--- src/rtl/rx_lane_sync_ctrl_pkg.sv ---
// Shared definitions for the two-lane receive synchroniser: state encodings,
// byte classification and a saturating counter helper.
package rx_lane_sync_ctrl_pkg;

  // Idle/comma byte transmitted while a lane's valid is low.
  localparam logic [7:0] COMMA_DEFAULT = 8'hBC;

  // Width of every cnt/err/tmo counter in the block.
  localparam int unsigned CNT_W = 4;

  typedef enum logic [1:0] {
    LANE_HUNT   = 2'd0,
    LANE_CHECK  = 2'd1,
    LANE_LOCKED = 2'd2
  } lane_state_e;

  typedef enum logic [1:0] {
    LINK_DOWN  = 2'd0,
    LINK_ALIGN = 2'd1,
    LINK_UP    = 2'd2
  } link_state_e;

  typedef enum logic [1:0] {
    BYTE_COMMA = 2'd0,
    BYTE_GOOD  = 2'd1,
    BYTE_BAD   = 2'd2
  } byte_class_e;

  // A byte with valid high is payload whatever its value; otherwise it must
  // be the comma to count as idle, anything else is a line error.
  function automatic byte_class_e classify(input logic valid,
                                           input logic [7:0] data,
                                           input logic [7:0] comma);
    byte_class_e cls;
    if (valid) begin
      cls = BYTE_GOOD;
    end else if (data == comma) begin
      cls = BYTE_COMMA;
    end else begin
      cls = BYTE_BAD;
    end
    return cls;
  endfunction

  // Counters stop at all-ones instead of wrapping back to zero.
  function automatic logic [CNT_W-1:0] sat_inc(input logic [CNT_W-1:0] v);
    logic [CNT_W-1:0] r;
    if (v == {CNT_W{1'b1}}) begin
      r = v;
    end else begin
      r = v + 1'b1;
    end
    return r;
  endfunction

endpackage

--- src/rtl/rx_lane_sync_ctrl_lane_lock.sv ---
// Per-lane comma lock FSM: hunts for LOCK_CNT consecutive commas, then stays
// locked until LOSS_CNT consecutive bad bytes are seen.
module rx_lane_lock
  import rx_lane_sync_ctrl_pkg::*;
#(
  parameter logic [7:0]  COMMA    = COMMA_DEFAULT,
  parameter int unsigned LOCK_CNT = 4,
  parameter int unsigned LOSS_CNT = 3
) (
  input  logic       clk,
  input  logic       reset,
  input  logic       byte_stb,
  input  logic [7:0] data,
  input  logic       valid,
  output logic       lock,
  output logic       comma_hit,
  output logic       lock_drop
);

  localparam logic [CNT_W-1:0] LOCK_TGT = CNT_W'(LOCK_CNT);
  localparam logic [CNT_W-1:0] LOSS_TGT = CNT_W'(LOSS_CNT);

  lane_state_e      state_q, state_d;
  logic [CNT_W-1:0] cnt_q, cnt_d;
  logic [CNT_W-1:0] err_q, err_d;
  logic             lock_q, lock_d;

  byte_class_e      cls;
  logic [CNT_W-1:0] cnt_inc;
  logic [CNT_W-1:0] err_inc;

  assign cls     = classify(valid, data, COMMA);
  assign cnt_inc = sat_inc(cnt_q);
  assign err_inc = sat_inc(err_q);

  // Comma seen on this strobe; the link FSM needs it to detect alignment.
  assign comma_hit = byte_stb && (cls == BYTE_COMMA);

  // Next-state and counter update; nothing moves between byte strobes.
  always_comb begin
    state_d   = state_q;
    cnt_d     = cnt_q;
    err_d     = err_q;
    lock_drop = 1'b0;
    if (byte_stb) begin
      case (state_q)
        LANE_HUNT: begin
          if (cls == BYTE_COMMA) begin
            state_d = LANE_CHECK;
            cnt_d   = 4'd1;
          end
        end
        LANE_CHECK: begin
          if (cls == BYTE_COMMA) begin
            cnt_d = cnt_inc;
            if (cnt_inc == LOCK_TGT) begin
              state_d = LANE_LOCKED;
              err_d   = '0;
            end
          end else begin
            // Any non-comma breaks the run; the next lock starts from scratch.
            state_d = LANE_HUNT;
            cnt_d   = '0;
          end
        end
        LANE_LOCKED: begin
          if (cls == BYTE_BAD) begin
            err_d = err_inc;
            if (err_inc == LOSS_TGT) begin
              state_d   = LANE_HUNT;
              cnt_d     = '0;
              err_d     = '0;
              lock_drop = 1'b1;
            end
          end else begin
            err_d = '0;
          end
        end
        default: begin
          state_d = LANE_HUNT;
          cnt_d   = '0;
          err_d   = '0;
        end
      endcase
    end
  end

  // The lock flag is registered alongside the state it mirrors.
  always_comb begin
    lock_d = (state_d == LANE_LOCKED);
  end

  // Lane state, counters and lock output.
  always_ff @(posedge clk or posedge reset) begin
    if (reset) begin
      state_q <= LANE_HUNT;
      cnt_q   <= '0;
      err_q   <= '0;
      lock_q  <= 1'b0;
    end else begin
      state_q <= state_d;
      cnt_q   <= cnt_d;
      err_q   <= err_d;
      lock_q  <= lock_d;
    end
  end

  assign lock = lock_q;

endmodule

--- src/rtl/rx_lane_sync_ctrl.sv ---
// Two-lane receive sequencer: locks each lane on the idle comma, then waits
// for both lanes to show a comma on the same strobe before enabling the
// downstream 8->32 converters and unstriper.
module rx_lane_sync_ctrl
  import rx_lane_sync_ctrl_pkg::*;
#(
  parameter logic [7:0]  COMMA     = COMMA_DEFAULT,
  parameter int unsigned LOCK_CNT  = 4,
  parameter int unsigned LOSS_CNT  = 3,
  parameter int unsigned ALIGN_TMO = 8
) (
  input  logic       clk,
  input  logic       reset,
  input  logic       byte_stb,
  input  logic [7:0] lane0_data,
  input  logic       lane0_valid,
  input  logic [7:0] lane1_data,
  input  logic       lane1_valid,
  output logic       lane0_lock,
  output logic       lane1_lock,
  output logic       link_up,
  output logic       rx_enable,
  output logic       align_fail
);

  localparam logic [CNT_W-1:0] TMO_TGT = CNT_W'(ALIGN_TMO);

  logic [1:0][7:0] lane_data;
  logic [1:0]      lane_valid;
  logic [1:0]      lane_lock;
  logic [1:0]      lane_comma;
  logic [1:0]      lane_drop;

  assign lane_data[0]  = lane0_data;
  assign lane_data[1]  = lane1_data;
  assign lane_valid[0] = lane0_valid;
  assign lane_valid[1] = lane1_valid;

  for (genvar gi = 0; gi < 2; gi++) begin : g_lane
    rx_lane_lock #(
      .COMMA    (COMMA),
      .LOCK_CNT (LOCK_CNT),
      .LOSS_CNT (LOSS_CNT)
    ) u_lane (
      .clk       (clk),
      .reset     (reset),
      .byte_stb  (byte_stb),
      .data      (lane_data[gi]),
      .valid     (lane_valid[gi]),
      .lock      (lane_lock[gi]),
      .comma_hit (lane_comma[gi]),
      .lock_drop (lane_drop[gi])
    );
  end

  link_state_e      link_q, link_d;
  logic [CNT_W-1:0] tmo_q, tmo_d;
  logic             link_up_q, link_up_d;
  logic             align_fail_q, align_fail_d;

  logic             both_locked;
  logic             both_comma;
  logic             any_drop;
  logic [CNT_W-1:0] tmo_inc;

  // Lane lock flags are the registered values, i.e. the state before this edge.
  assign both_locked = &lane_lock;
  assign both_comma  = &lane_comma;
  assign any_drop    = |lane_drop;
  assign tmo_inc     = sat_inc(tmo_q);

  // Link FSM: DOWN -> ALIGN -> UP, with the ALIGN window bounded by the timer.
  always_comb begin
    link_d       = link_q;
    tmo_d        = tmo_q;
    align_fail_d = 1'b0;
    case (link_q)
      LINK_DOWN: begin
        if (byte_stb && both_locked) begin
          tmo_d = '0;
          // The strobe that finds both lanes locked is also the first ALIGN
          // opportunity, so a coincident comma here already aligns the link.
          if (both_comma) begin
            link_d = LINK_UP;
          end else begin
            link_d = LINK_ALIGN;
          end
        end
      end
      LINK_ALIGN: begin
        if (byte_stb) begin
          if (!both_locked || any_drop) begin
            // Losing a lane takes priority over alignment and timeout alike.
            link_d = LINK_DOWN;
            tmo_d  = '0;
          end else if (both_comma) begin
            link_d = LINK_UP;
            tmo_d  = '0;
          end else begin
            tmo_d = tmo_inc;
            if (tmo_inc == TMO_TGT) begin
              link_d       = LINK_DOWN;
              tmo_d        = '0;
              align_fail_d = 1'b1;
            end
          end
        end
      end
      LINK_UP: begin
        // Checked every clock so payload is gated as soon as a lock falls.
        if (!both_locked) begin
          link_d = LINK_DOWN;
          tmo_d  = '0;
        end
      end
      default: begin
        link_d = LINK_DOWN;
        tmo_d  = '0;
      end
    endcase
  end

  // Output decode, registered with the state.
  always_comb begin
    link_up_d = (link_d == LINK_UP);
  end

  // Link state, align timer and registered link outputs.
  always_ff @(posedge clk or posedge reset) begin
    if (reset) begin
      link_q       <= LINK_DOWN;
      tmo_q        <= '0;
      link_up_q    <= 1'b0;
      align_fail_q <= 1'b0;
    end else begin
      link_q       <= link_d;
      tmo_q        <= tmo_d;
      link_up_q    <= link_up_d;
      align_fail_q <= align_fail_d;
    end
  end

  assign lane0_lock = lane_lock[0];
  assign lane1_lock = lane_lock[1];
  assign link_up    = link_up_q;
  assign rx_enable  = link_up_q;
  assign align_fail = align_fail_q;

endmodule
--- config.mk ---
export PLATFORM = sky130hd
export DESIGN_NAME = rx_lane_sync_ctrl
export DESIGN_NICKNAME = d
export VERILOG_FILES = /design/src/rtl/rx_lane_sync_ctrl_pkg.sv /design/src/rtl/rx_lane_sync_ctrl_lane_lock.sv /design/src/rtl/rx_lane_sync_ctrl.sv
export SDC_FILE = /design/constraint.sdc
export NUM_CORES = 1
export LEC_CHECK = 0
export ABC_AREA = 1
export BUFFER_PORTS_ARGS = -buffer_cell sky130_fd_sc_hd__buf_2
export CAP_MARGIN = 10
export CORE_MARGIN = 4
export CORE_UTILIZATION = 40
export DETAILED_ROUTE_END_ITERATION = 10
export GPL_TIMING_DRIVEN = 0
export PLACE_DENSITY = 0.61
export SYNTH_ARGS = -nofsm -noshare
export SYNTH_HDL_FRONTEND = slang
export SYNTH_SLANG_ARGS = --single-unit
--- constraint.sdc ---
create_clock -name clk -period 2.25 [get_ports clk]
set_input_delay 0.45 -clock clk [delete_from_list [all_inputs] [get_ports clk]]
set_output_delay 0.45 -clock clk [all_outputs]
set_load 0.05 [all_outputs]
==> flow_summary_export.csv <==
group,metric,value,unit
synthesis,netlist_top_cells_count,"nand2_1, inv_1, nor2_1, dfrtp_1, o21ai_1",
cells_and_area,nets,395,
sta,finalHoldViolCount,0,
synthesis,synth.area.top_cells,"dfrtp_1, nand2_1, inv_1",
clocking,cts_hold_buf,0,
synthesis,mappedNetlistArea,2181,µm²
grt,grt_pass1_wl,7866,µm
sta,fin_tns_setup,0,ps
clocking,clock_latency,290,ps
routing,initialDrtViolationCount,63,
routing,antenna_left,0,
synthesis,synth-compound-area-share,0.1061,
synthesis,async_flop_share,1.000,
clocking,clock_sinks,30,
sta,tightestPinTransition,420.4,ps
sta,report.final.slew_viol_count,0,
worst_setup_path,crit_arrival,2010,ps
flow_run,cap_violations,0,
die,die_h,81.84,µm
clocking,htreeDepth,2,
grt,first_global_vias,1830,
grt,grt_usage,0.1489,
synthesis,ys_seq_area_frac,0.3442,
cells_and_area,areaGrowthSynthToFinish,15.15,%
routing,vias,2052,
clocking,clock-root-buffer,"clkbuf_8",
synthesis,syn_avg_cell_area,6.471,µm²
sta,maxSlewHeadroom,0.7176,
routing,routed_wl,4457,µm
cells_and_area,post-route-util,0.4825,
synthesis,synthMostInstantiatedCell,"nand2_1",
die,die_area,6698,µm²
placement,dp_hpwl,3392,µm
synthesis,yosys.area_share.simple,0.4182,
grt,grt_max_degree,31,
die,die_x,81.84,µm
clocking,clockBufferDepth,2,
synthesis,synth-edff-count,0,
synthesis,syn-num-nets,363,
worst_setup_path,crit_path_start_kind,"flop",
synthesis,yosysTopAreaCellShare,0.3442,
placement,routabilityCongestion,0.7956,
cells_and_area,antennaDiodeCount,0,
die,row_count,26,
clocking,path_clk_slew,70,ps
cells_and_area,drive_gt1_frac,0.1730,
worst_setup_path,cp-startpoint,"g_lane[0].u_lane.err_q[0]$_DFFE_PP0P_",
sta,grt_setup_unrepaired,"no",
routing,route.detailed.drc,0,
grt,antenna_found_initial,0,
worst_setup_path,rr_startpoint,"g_lane[0].u_lane.err_q[0]$_DFFE_PP0P_",
cells_and_area,fillerInstances,558,
power_and_ir_drop,power.density,835.9,nW/µm²
worst_setup_path,reg2reg_depth,11,
synthesis,netlist_instances,337,
sta,finalSetupViolCount,0,
clocking,cts_resized,0,
power_and_ir_drop,p_leak,1.250,nW
worst_setup_path,cp-end-kind,"flop",
synthesis,synth_top_cell_by_area,"dfrtp_1",
worst_setup_path,r2r_slack,420,ps
sta,min_period,1832,ps
sta,fmax,0.5458,GHz
clocking,cts_setup_buffers,0,
power_and_ir_drop,ir_worst_vdd,468.1,µV
worst_setup_path,cp_max_fo,8,
synthesis,yosys_warnings,0,
die,core_area,5205,µm²
worst_setup_path,reg2reg_to,"g_lane[0].u_lane.cnt_q[0]$_DFFE_PP0P_",
status,run_status,"finished, final reports clean",
synthesis,ys_ff_latch,30,
worst_setup_path,crit_type,"reg2reg",
clocking,tritoncts,"done",
synthesis,ys.flop_type,"dfrtp_1",
synthesis,synthAdderAreaFrac,0.02869,
min_path,min_path_type,"in2async",
worst_setup_path,crit_required,2430,ps
worst_setup_path,endpoint,"g_lane[0].u_lane.cnt_q[0]$_DFFE_PP0P_",
die,io_pins,26,
clocking,cts_buffers,5,
grt,gr-total-overflow,0,
placement,portBuffers,24,
sta,period_share,0.8143,
synthesis,synth-xor-area-share,0.008032,
synthesis,synth_top_family_by_area,"simple AND/OR/NAND/NOR gates",
routing,wl_per_cell,10.13,µm
routing,firstDrtPassIters,5,
routing,avgViaCountPerCell,4.664,
sta,skew,11.38,ps
die,start_util,0.4190,
synthesis,synth_mux_area_frac,0,
synthesis,ys_types,29,
## cell type report
cell class / count / area (µm²) / share of cell area
multi-input cells: 254 / 1224 / 0.4873
flip-flops and latches: 30 / 750.7 / 0.2990
inverters: 51 / 191.4 / 0.07623
repair buffers: 25 / 147.6 / 0.05879
well taps: 70 / 87.58 / 0.03488
clock buffers: 6 / 82.58 / 0.03288
plain buffers: 2 / 15.01 / 0.005979
clock inverters: 2 / 12.51 / 0.004983
## worst min-delay path by stage
stage                     slack (ps)  cells past startpoint                                  start                                    end
final                            130                      2                                  reset  g_lane[0].u_lane.err_q[0]$_DFFE_PP0P_
after global routing             140                      2                                  reset  g_lane[0].u_lane.err_q[0]$_DFFE_PP0P_
after detailed placement         520                      2                   tmo_q[3]$_DFFE_PP0P_                   tmo_q[3]$_DFFE_PP0P_
after global placement           520                      2                   tmo_q[3]$_DFFE_PP0P_                   tmo_q[3]$_DFFE_PP0P_
after floorplan                  480                      2  g_lane[0].u_lane.err_q[1]$_DFFE_PP0P_  g_lane[0].u_lane.err_q[1]$_DFFE_PP0P_
after CTS                        480                      2                               byte_stb  g_lane[1].u_lane.state_q[0]$_DFF_PP0_
## cells by family after synthesis
logic type / Yosys count
adder cells (fa/ha/maj): 5
XOR/XNOR: 2
AND/OR/NAND/NOR: 205
AO/OA/AOI/OAI: 42
buffers and inverters: 53
flip-flops: 30
## state kept, by name, indices dropped and copies added, names as in the netlist
name	cells
g_lane.u_lane.err_q	8
tmo_q	4
link_up	1
g_lane.u_lane.cnt_q	8
link_q	2
g_lane.u_lane.state_q	4
align_fail	1
g_lane.u_lane.lock	2
## cells in the final DEF, fill, tap and decap left out, drive strengths merged
| cell | netlist | routed |
|---|---|---|
| dfrtp | 30 | 30 |
| nand2 | 117 | 117 |
| nor3 | 3 | 3 |
| nand3 | 27 | 27 |
| clkbuf | 0 | 6 |
| inv | 50 | 50 |
| clkinvlp | 0 | 1 |
| o21bai | 2 | 2 |
| o31ai | 1 | 1 |
| xor2 | 2 | 2 |
| or2 | 2 | 2 |
| o21ai | 33 | 33 |
| nor2b | 1 | 1 |
| buf | 2 | 27 |
| ha | 5 | 5 |
| nor2 | 47 | 47 |
| a21oi | 4 | 4 |
| a31oi | 2 | 2 |
| nand4 | 8 | 8 |
| clkinv | 1 | 2 |
## critical path: stages (launching register included)
cell and delay (ps):
dfrtp_1 430, ha_1 260, nand2_1 120, nor2_1 70, nand2_1 80, nand2_1 60
nor2_2 120, nand2_1 110, o21ai_2 190, nand2_2 140, nand2_1 80, o21ai_1 60
## per-layer routing
| layer | global-route usage | up-vias | part of all wire |
|---|---|---|---|
| met5 | 0 | - | 0 |
| met4 | 0.03488 | 0 | 0.0054 |
| met3 | 0.03947 | 4 | 0.052 |
| met2 | 0.2399 | 41 | 0.44 |
| met1 | 0.1985 | 880 | 0.50 |
| li1 | - | 1127 | - |
## through the flow
| step | area, µm² | hold slack [ps] | setup slack (ps) | total power, mW | instances |
|---|---|---|---|---|---|
| 2_1_floorplan | 2181 | 484.1 | 624.6 | 1.446 | 337 |
| 6_report | 2511 | 129.9 | 417.9 | 2.099 | 440 |
| 4_1_cts | 2484 | 479.4 | 442.1 | 2.118 | 439 |
| 5_1_grt | 2511 | 141.5 | 211.5 | 2.298 | 440 |
| 3_3_place_gp | 2389 | 516.2 | 452.6 | 1.623 | 431 |
| 3_5_place_dp | 2389 | 518.2 | 446.7 | 1.640 | 431 |
## power breakdown
| part | internal, mW | switching (mW) | total [mW] |
|---|---|---|---|
| combinational | 0.289 | 0.586 | 0.875 |
| clock | 0.246 | 0.219 | 0.465 |
| sequential | 0.639 | 0.120 | 0.759 |
| total | 1.17 | 0.925 | 2.10 |
Power figures use the tool's default switching activity.
